==> config.mk <==
export PLATFORM = sky130hd
export DESIGN_NAME = fmul_pipe
export DESIGN_NICKNAME = d
export VERILOG_FILES = /design/src/rtl/fmul_pipe.sv
export SDC_FILE = /design/constraint.sdc
export NUM_CORES = 2
export LEC_CHECK = 0
export ABC_CLOCK_PERIOD_IN_PS = 17000
export CAP_MARGIN = 20
export CORE_MARGIN = 8
export CORE_UTILIZATION = 57
export CTS_CLUSTER_DIAMETER = 30
export DETAILED_ROUTE_END_ITERATION = 6
export PLACE_DENSITY = 0.76
export SLEW_MARGIN = 20
export SYNTH_ARGS = -nofsm -noshare
export SYNTH_HDL_FRONTEND = slang
export SYNTH_SLANG_ARGS = --single-unit
==> constraint.sdc <==
create_clock -name clk -period 17 [get_ports clk]
set_clock_uncertainty 0.15 [all_clocks]
set_input_delay 2.55 -clock clk [delete_from_list [all_inputs] [get_ports clk]]
set_output_delay 2.55 -clock clk [all_outputs]
set_load 0.02 [all_outputs]
==> src/rtl/fmul_pipe.sv <==
// fmul_pipe: parametrised 3-stage IEEE-style floating-point multiplier.
// Round-to-nearest-even, denormals flushed to zero, valid/ready handshake.
module fmul_pipe #(
   parameter  int EXP_W  = 8,
   parameter  int FRAC_W = 23,
   localparam int W      = 1 + EXP_W + FRAC_W
) (
   input  logic         clk,
   input  logic         rst_n,
   input  logic         in_valid,
   output logic         in_ready,
   input  logic [W-1:0] a,
   input  logic [W-1:0] b,
   output logic         out_valid,
   input  logic         out_ready,
   output logic [W-1:0] result,
   output logic         flag_invalid,
   output logic         flag_overflow,
   output logic         flag_underflow,
   output logic         flag_inexact
);

   localparam int XW = EXP_W + 2;
   localparam int MW = FRAC_W + 1;
   localparam int PW = 2 * MW;
   localparam logic [XW-1:0]    BIAS  = XW'((1 << (EXP_W - 1)) - 1);
   localparam logic [EXP_W-1:0] EMAX  = '1;
   localparam logic [XW-1:0]    EMAXX = {2'b00, EMAX};
   localparam logic [W-1:0]     QNAN  = {1'b0, EMAX, 1'b1, {(FRAC_W-1){1'b0}}};

   logic w_adv;
   assign w_adv    = !out_valid || out_ready;
   assign in_ready = w_adv;

   // ---- stage 1: classify operands, exponent sum ----
   logic [EXP_W-1:0]  w_ea, w_eb;
   logic [FRAC_W-1:0] w_fa, w_fb;
   logic w_za, w_zb, w_ia, w_ib, w_na, w_nb;
   logic [XW-1:0] w_exp1;

   assign w_ea   = a[W-2 -: EXP_W];
   assign w_eb   = b[W-2 -: EXP_W];
   assign w_fa   = a[FRAC_W-1:0];
   assign w_fb   = b[FRAC_W-1:0];
   assign w_za   = (w_ea == '0);
   assign w_zb   = (w_eb == '0);
   assign w_ia   = (w_ea == EMAX) && (w_fa == '0);
   assign w_ib   = (w_eb == EMAX) && (w_fb == '0);
   assign w_na   = (w_ea == EMAX) && (w_fa != '0);
   assign w_nb   = (w_eb == EMAX) && (w_fb != '0);
   assign w_exp1 = {2'b00, w_ea} + {2'b00, w_eb} - BIAS;

   logic          r1_v, r1_s, r1_inv, r1_inf, r1_zero;
   logic [XW-1:0] r1_exp;
   logic [MW-1:0] r1_ma, r1_mb;

   // ---- stage 2: full product, normalise, guard/round/sticky ----
   logic [PW-1:0] w_prod, w_norm;
   logic          w_msb;
   logic [XW-1:0] w_exp2;

   assign w_prod = {{MW{1'b0}}, r1_ma} * {{MW{1'b0}}, r1_mb};
   assign w_msb  = w_prod[PW-1];
   assign w_norm = w_msb ? w_prod : {w_prod[PW-2:0], 1'b0};
   assign w_exp2 = r1_exp + {{(XW-1){1'b0}}, w_msb};

   logic          r2_v, r2_s, r2_inv, r2_inf, r2_zero;
   logic          r2_g, r2_r, r2_st;
   logic [XW-1:0] r2_exp;
   logic [MW-1:0] r2_sig;

   // ---- stage 3: round to nearest even, range check, specials ----
   logic              w_up, w_lost, w_ovf, w_unf;
   logic [MW:0]       w_sum;
   logic [XW-1:0]     w_exp3;
   logic [FRAC_W-1:0] w_frac;
   logic [W-1:0]      w_res;
   logic [3:0]        w_fl;

   assign w_up   = r2_g & (r2_r | r2_st | r2_sig[0]);
   assign w_lost = r2_g | r2_r | r2_st;
   assign w_sum  = {1'b0, r2_sig} + {{MW{1'b0}}, w_up};
   assign w_exp3 = r2_exp + {{(XW-1){1'b0}}, w_sum[MW]};
   assign w_frac = w_sum[MW] ? w_sum[FRAC_W:1] : w_sum[FRAC_W-1:0];
   assign w_ovf  = !w_exp3[XW-1] && (w_exp3 >= EMAXX);
   assign w_unf  = w_exp3[XW-1] || (w_exp3 == '0);

   // pick final encoding and flags {invalid, overflow, underflow, inexact}
   always_comb begin
      w_res = {r2_s, w_exp3[EXP_W-1:0], w_frac};
      w_fl  = {3'b000, w_lost};
      if (r2_inv) begin
         w_res = QNAN;
         w_fl  = 4'b1000;
      end else if (r2_inf) begin
         w_res = {r2_s, EMAX, {FRAC_W{1'b0}}};
         w_fl  = 4'b0000;
      end else if (r2_zero) begin
         w_res = {r2_s, {(W-1){1'b0}}};
         w_fl  = 4'b0000;
      end else if (w_ovf) begin
         w_res = {r2_s, EMAX, {FRAC_W{1'b0}}};
         w_fl  = 4'b0101;
      end else if (w_unf) begin
         w_res = {r2_s, {(W-1){1'b0}}};
         w_fl  = 4'b0011;
      end
   end

   // slot-valid bits and output register; the only reset state
   always_ff @(posedge clk or negedge rst_n) begin
      if (!rst_n) begin
         r1_v           <= 1'b0;
         r2_v           <= 1'b0;
         out_valid      <= 1'b0;
         result         <= '0;
         flag_invalid   <= 1'b0;
         flag_overflow  <= 1'b0;
         flag_underflow <= 1'b0;
         flag_inexact   <= 1'b0;
      end else if (w_adv) begin
         r1_v      <= in_valid;
         r2_v      <= r1_v;
         out_valid <= r2_v;
         if (r2_v) begin
            result         <= w_res;
            flag_invalid   <= w_fl[3];
            flag_overflow  <= w_fl[2];
            flag_underflow <= w_fl[1];
            flag_inexact   <= w_fl[0];
         end
      end
   end

   // datapath registers shift with the pipeline, no reset needed
   always_ff @(posedge clk) begin
      if (w_adv) begin
         r1_s    <= a[W-1] ^ b[W-1];
         r1_exp  <= w_exp1;
         r1_ma   <= {1'b1, w_fa};
         r1_mb   <= {1'b1, w_fb};
         r1_inv  <= w_na | w_nb | (w_ia & w_zb) | (w_ib & w_za);
         r1_inf  <= w_ia | w_ib;
         r1_zero <= w_za | w_zb;
         r2_s    <= r1_s;
         r2_exp  <= w_exp2;
         r2_sig  <= w_norm[PW-1:FRAC_W+1];
         r2_g    <= w_norm[FRAC_W];
         r2_r    <= w_norm[FRAC_W-1];
         r2_st   <= |w_norm[FRAC_W-2:0];
         r2_inv  <= r1_inv;
         r2_inf  <= r1_inf;
         r2_zero <= r1_zero;
      end
   end

endmodule

==> flow_summary.toml <==
[run_status]
status = "finished, final reports clean"

[worst_setup_path]
cp_max_fo = 26
cp_common_cell = "fa_1"
critPathTopFamily = "adder cells"
cpPeakStageDelay_ns = 0.89
worstPathArrival_ns = 9.93
path_buf_inv = 8
slowest_stage = "edfxtp_1"
cp-start-kind = "flop"
worst_ep_required_time_ns = 17.04
endpoint_kind = "flop"
critPathKind = "reg -> reg"

[timing]
fin_setup_tns_ns = 0
worst_pin_slew_ns = 1.19
final.period_utilization_pct = 58.1
hold_viol_final = 0
slew_headroom_pct = 20.7
finalCriticalPeriod_ns = 9.88
max_freq_ghz = 0.101
rsz0062_at_grt = "false"
setup_viol = 0
slew_viol_final = 0

[yosys]
synth_area_leaders = "fa_1 38%, edfxtp_1 12%, ha_1 9.6%"
synth_top_area_share_pct = 38.4
synth_compound_area_share_pct = 6.14
yosys.area_share.simple_pct = 15.5
synth_mux_area_share_pct = 1.14
synth-adder-area-share_pct = 48.0
syn-num-nets = 3395
synth-seq-cells = 140
yosysTopAreaCell = "fa_1"
synth_ff_type = "edfxtp_1"
synth_top_family_by_area = "adder cells"
async_flop_share_pct = 27.9
syn_area_um2 = 25200
synth.distinct_cells = 73
synth-edff-count = 101
avgSynthCellArea_um2 = 9.49
synth-xor-area-share_pct = 2.68
seq_area_frac_synth_pct = 15.9
ys_warn_count = 0
synth_cells = 2651

[global_route]
grt_usage_pct = 28.4
grt_pass1_vias = 21022
grt_max_degree = 56
antenna_found_initial = 0
grt_pass1_wl_um = 112000
overflow = 0

[routing]
ant_nets = 0
dr.pass1.iters = 5
viasPerCell = 5.72
via_count = 18803
drt-total-wl_um = 68500
drcViolationCount = 0
drt-wirelength-per-cell_um = 20.8
drtIter0Drc = 1511

[job]
maxCapViolations = 0

[floorplanning]
die-area_um2 = 51100
die_y_um = 226
rows = 77
die_x_um = 226
core_area_um2 = 43900
start_util_pct = 57.3
ioPinCount = 106

[place]
portBuffers = 105
hpwlAfterDp_um = 52600
routabilityCongestion = 0.950
place_area_um2 = 26600

[clock_network]
cts_tree = "yes"
ctsResizeCount = 0
cts-root-buf = "clkbuf_16"
clock_sinks = 140
hold_buffers = 0
cts_buffer_depth = 2
cts_inserted_buffers = 17
post_cts_buffers = 0
htree_num_levels = 4
clk_pin_slew_ns = 0.07
clock_latency_ns = 0.45

[layout]
multiInputGateArea_um2 = 18500
final_area_um2 = 27300
syn2layout_area_growth_pct = 8.46
n_fill_cell = 3665
register_area_um2 = 4010
nNetsFinal = 3427
antenna_cells = 0
drive_above_1_share_pct = 3.15

[min_path]
hp-class = "reg -> reg"
-- sequential cells by signal, indices dropped and copies added, names as in the netlist, 10 cells and up --
register / cells
r1_mb: 23
r2_sig: 24
r1_exp: 10
result: 32
r1_ma: 23
r2_exp: 10
-- per-layer routing --
metal	track usage (%)	wire (µm)	up-vias	share of wire (%)
met4	15.8	4190	0	6.1
li1	-	-	8191	-
met3	6.00	6190	242	9.0
met1	34.9	25600	9446	37
met2	46.5	32500	924	47
met5	0	0	-	0
-- Yosys cell counts (30+ instances only) --
cell        n
nand3_1    32
ha_1      193
xor2_1     30
nand2_1   373
a21oi_1    67
xnor2_1    47
edfxtp_1  101
nor2_1     63
dfrtp_1    39
o21ai_0    40
clkbuf_1  102
inv_1     579
and2_1    228
fa_1      483
-- final timing paths --
kind,start,endpoint,slack (ns),cells past startpoint
max in group asynchronous,rst_n,result[19],14.05,1
setup / recovery,r1_mb[8],r2_exp[8],7.12,30
min in group asynchronous,rst_n,result[31],2.06,1
hold / removal,r1_inf,r2_inf,0.27,0
setup reg to reg,r1_mb[8],r2_exp[8],7.12,30
hold reg to reg,r1_inf,r2_inf,0.27,0
-- stage by stage --
| step | setup slack [ns] | util (%) | hold slack (ns) | instances |
|---|---|---|---|---|
| finish | 7.12 | 62.1 | 0.274 | 3288 |
| global route | 6.52 | 62.1 | 0.277 | 3288 |
| CTS | 7.01 | 62.0 | 0.274 | 3285 |
| detailed placement | 7.04 | 60.6 | 0.258 | 3253 |
| global placement | 7.28 | 60.6 | 0.251 | 3253 |
| floorplan | 9.04 | - | 0.250 | 2651 |
-- final cells by class --
cell class | instances | area share, %
Multi-Input combinational cell | 1814 | 67.8
Inverter | 584 | 8.03
Sequential cell | 140 | 14.7
Clock inverter | 14 | 0.500
Clock buffer | 18 | 1.65
Timing Repair Buffer | 126 | 4.58
Tap cell | 592 | 2.71
-- kinds of logic (layout without fill, tap and decap cells) --
logic type / count (synthesis) / in the layout
flops: 140 / 140
simple gates: 808 / 808
xor+xnor: 77 / 77
buf+inv: 697 / 742
mux: 24 / 24
compound gates: 229 / 229
fa+ha+maj: 676 / 676
-- cells in the final DEF, fill, tap and decap left out, drive strengths merged, types with 6 or more instances in the layout --
cell           netlist  final
xnor2               47     47
o21a                 7      7
nor4                23     23
nor3                23     23
clkbuf             104     18
a21oi               68     68
buf                  9     22
and3                11     11
xor2                30     30
nand2b              11     11
o211ai               6      6
o21ai               43     43
nand4               17     17
a22o                13     13
nand3               32     32
fa                 483    483
and2               228    228
dfrtp               39     39
clkdlybuf4s50        0    104
or3                  9      9
o22a                 7      7
ha                 193    193
inv                581    592
a21o                29     29
edfxtp             101    101
o21bai               7      7
nand2              373    373
nor2                63     63
mux2i                7      7
a211oi               9      9
mux2                17     17
Power is left out: the tool's default activity adds up to more than one toggle a clock period on the data nets, which glitch-free logic cannot reach.
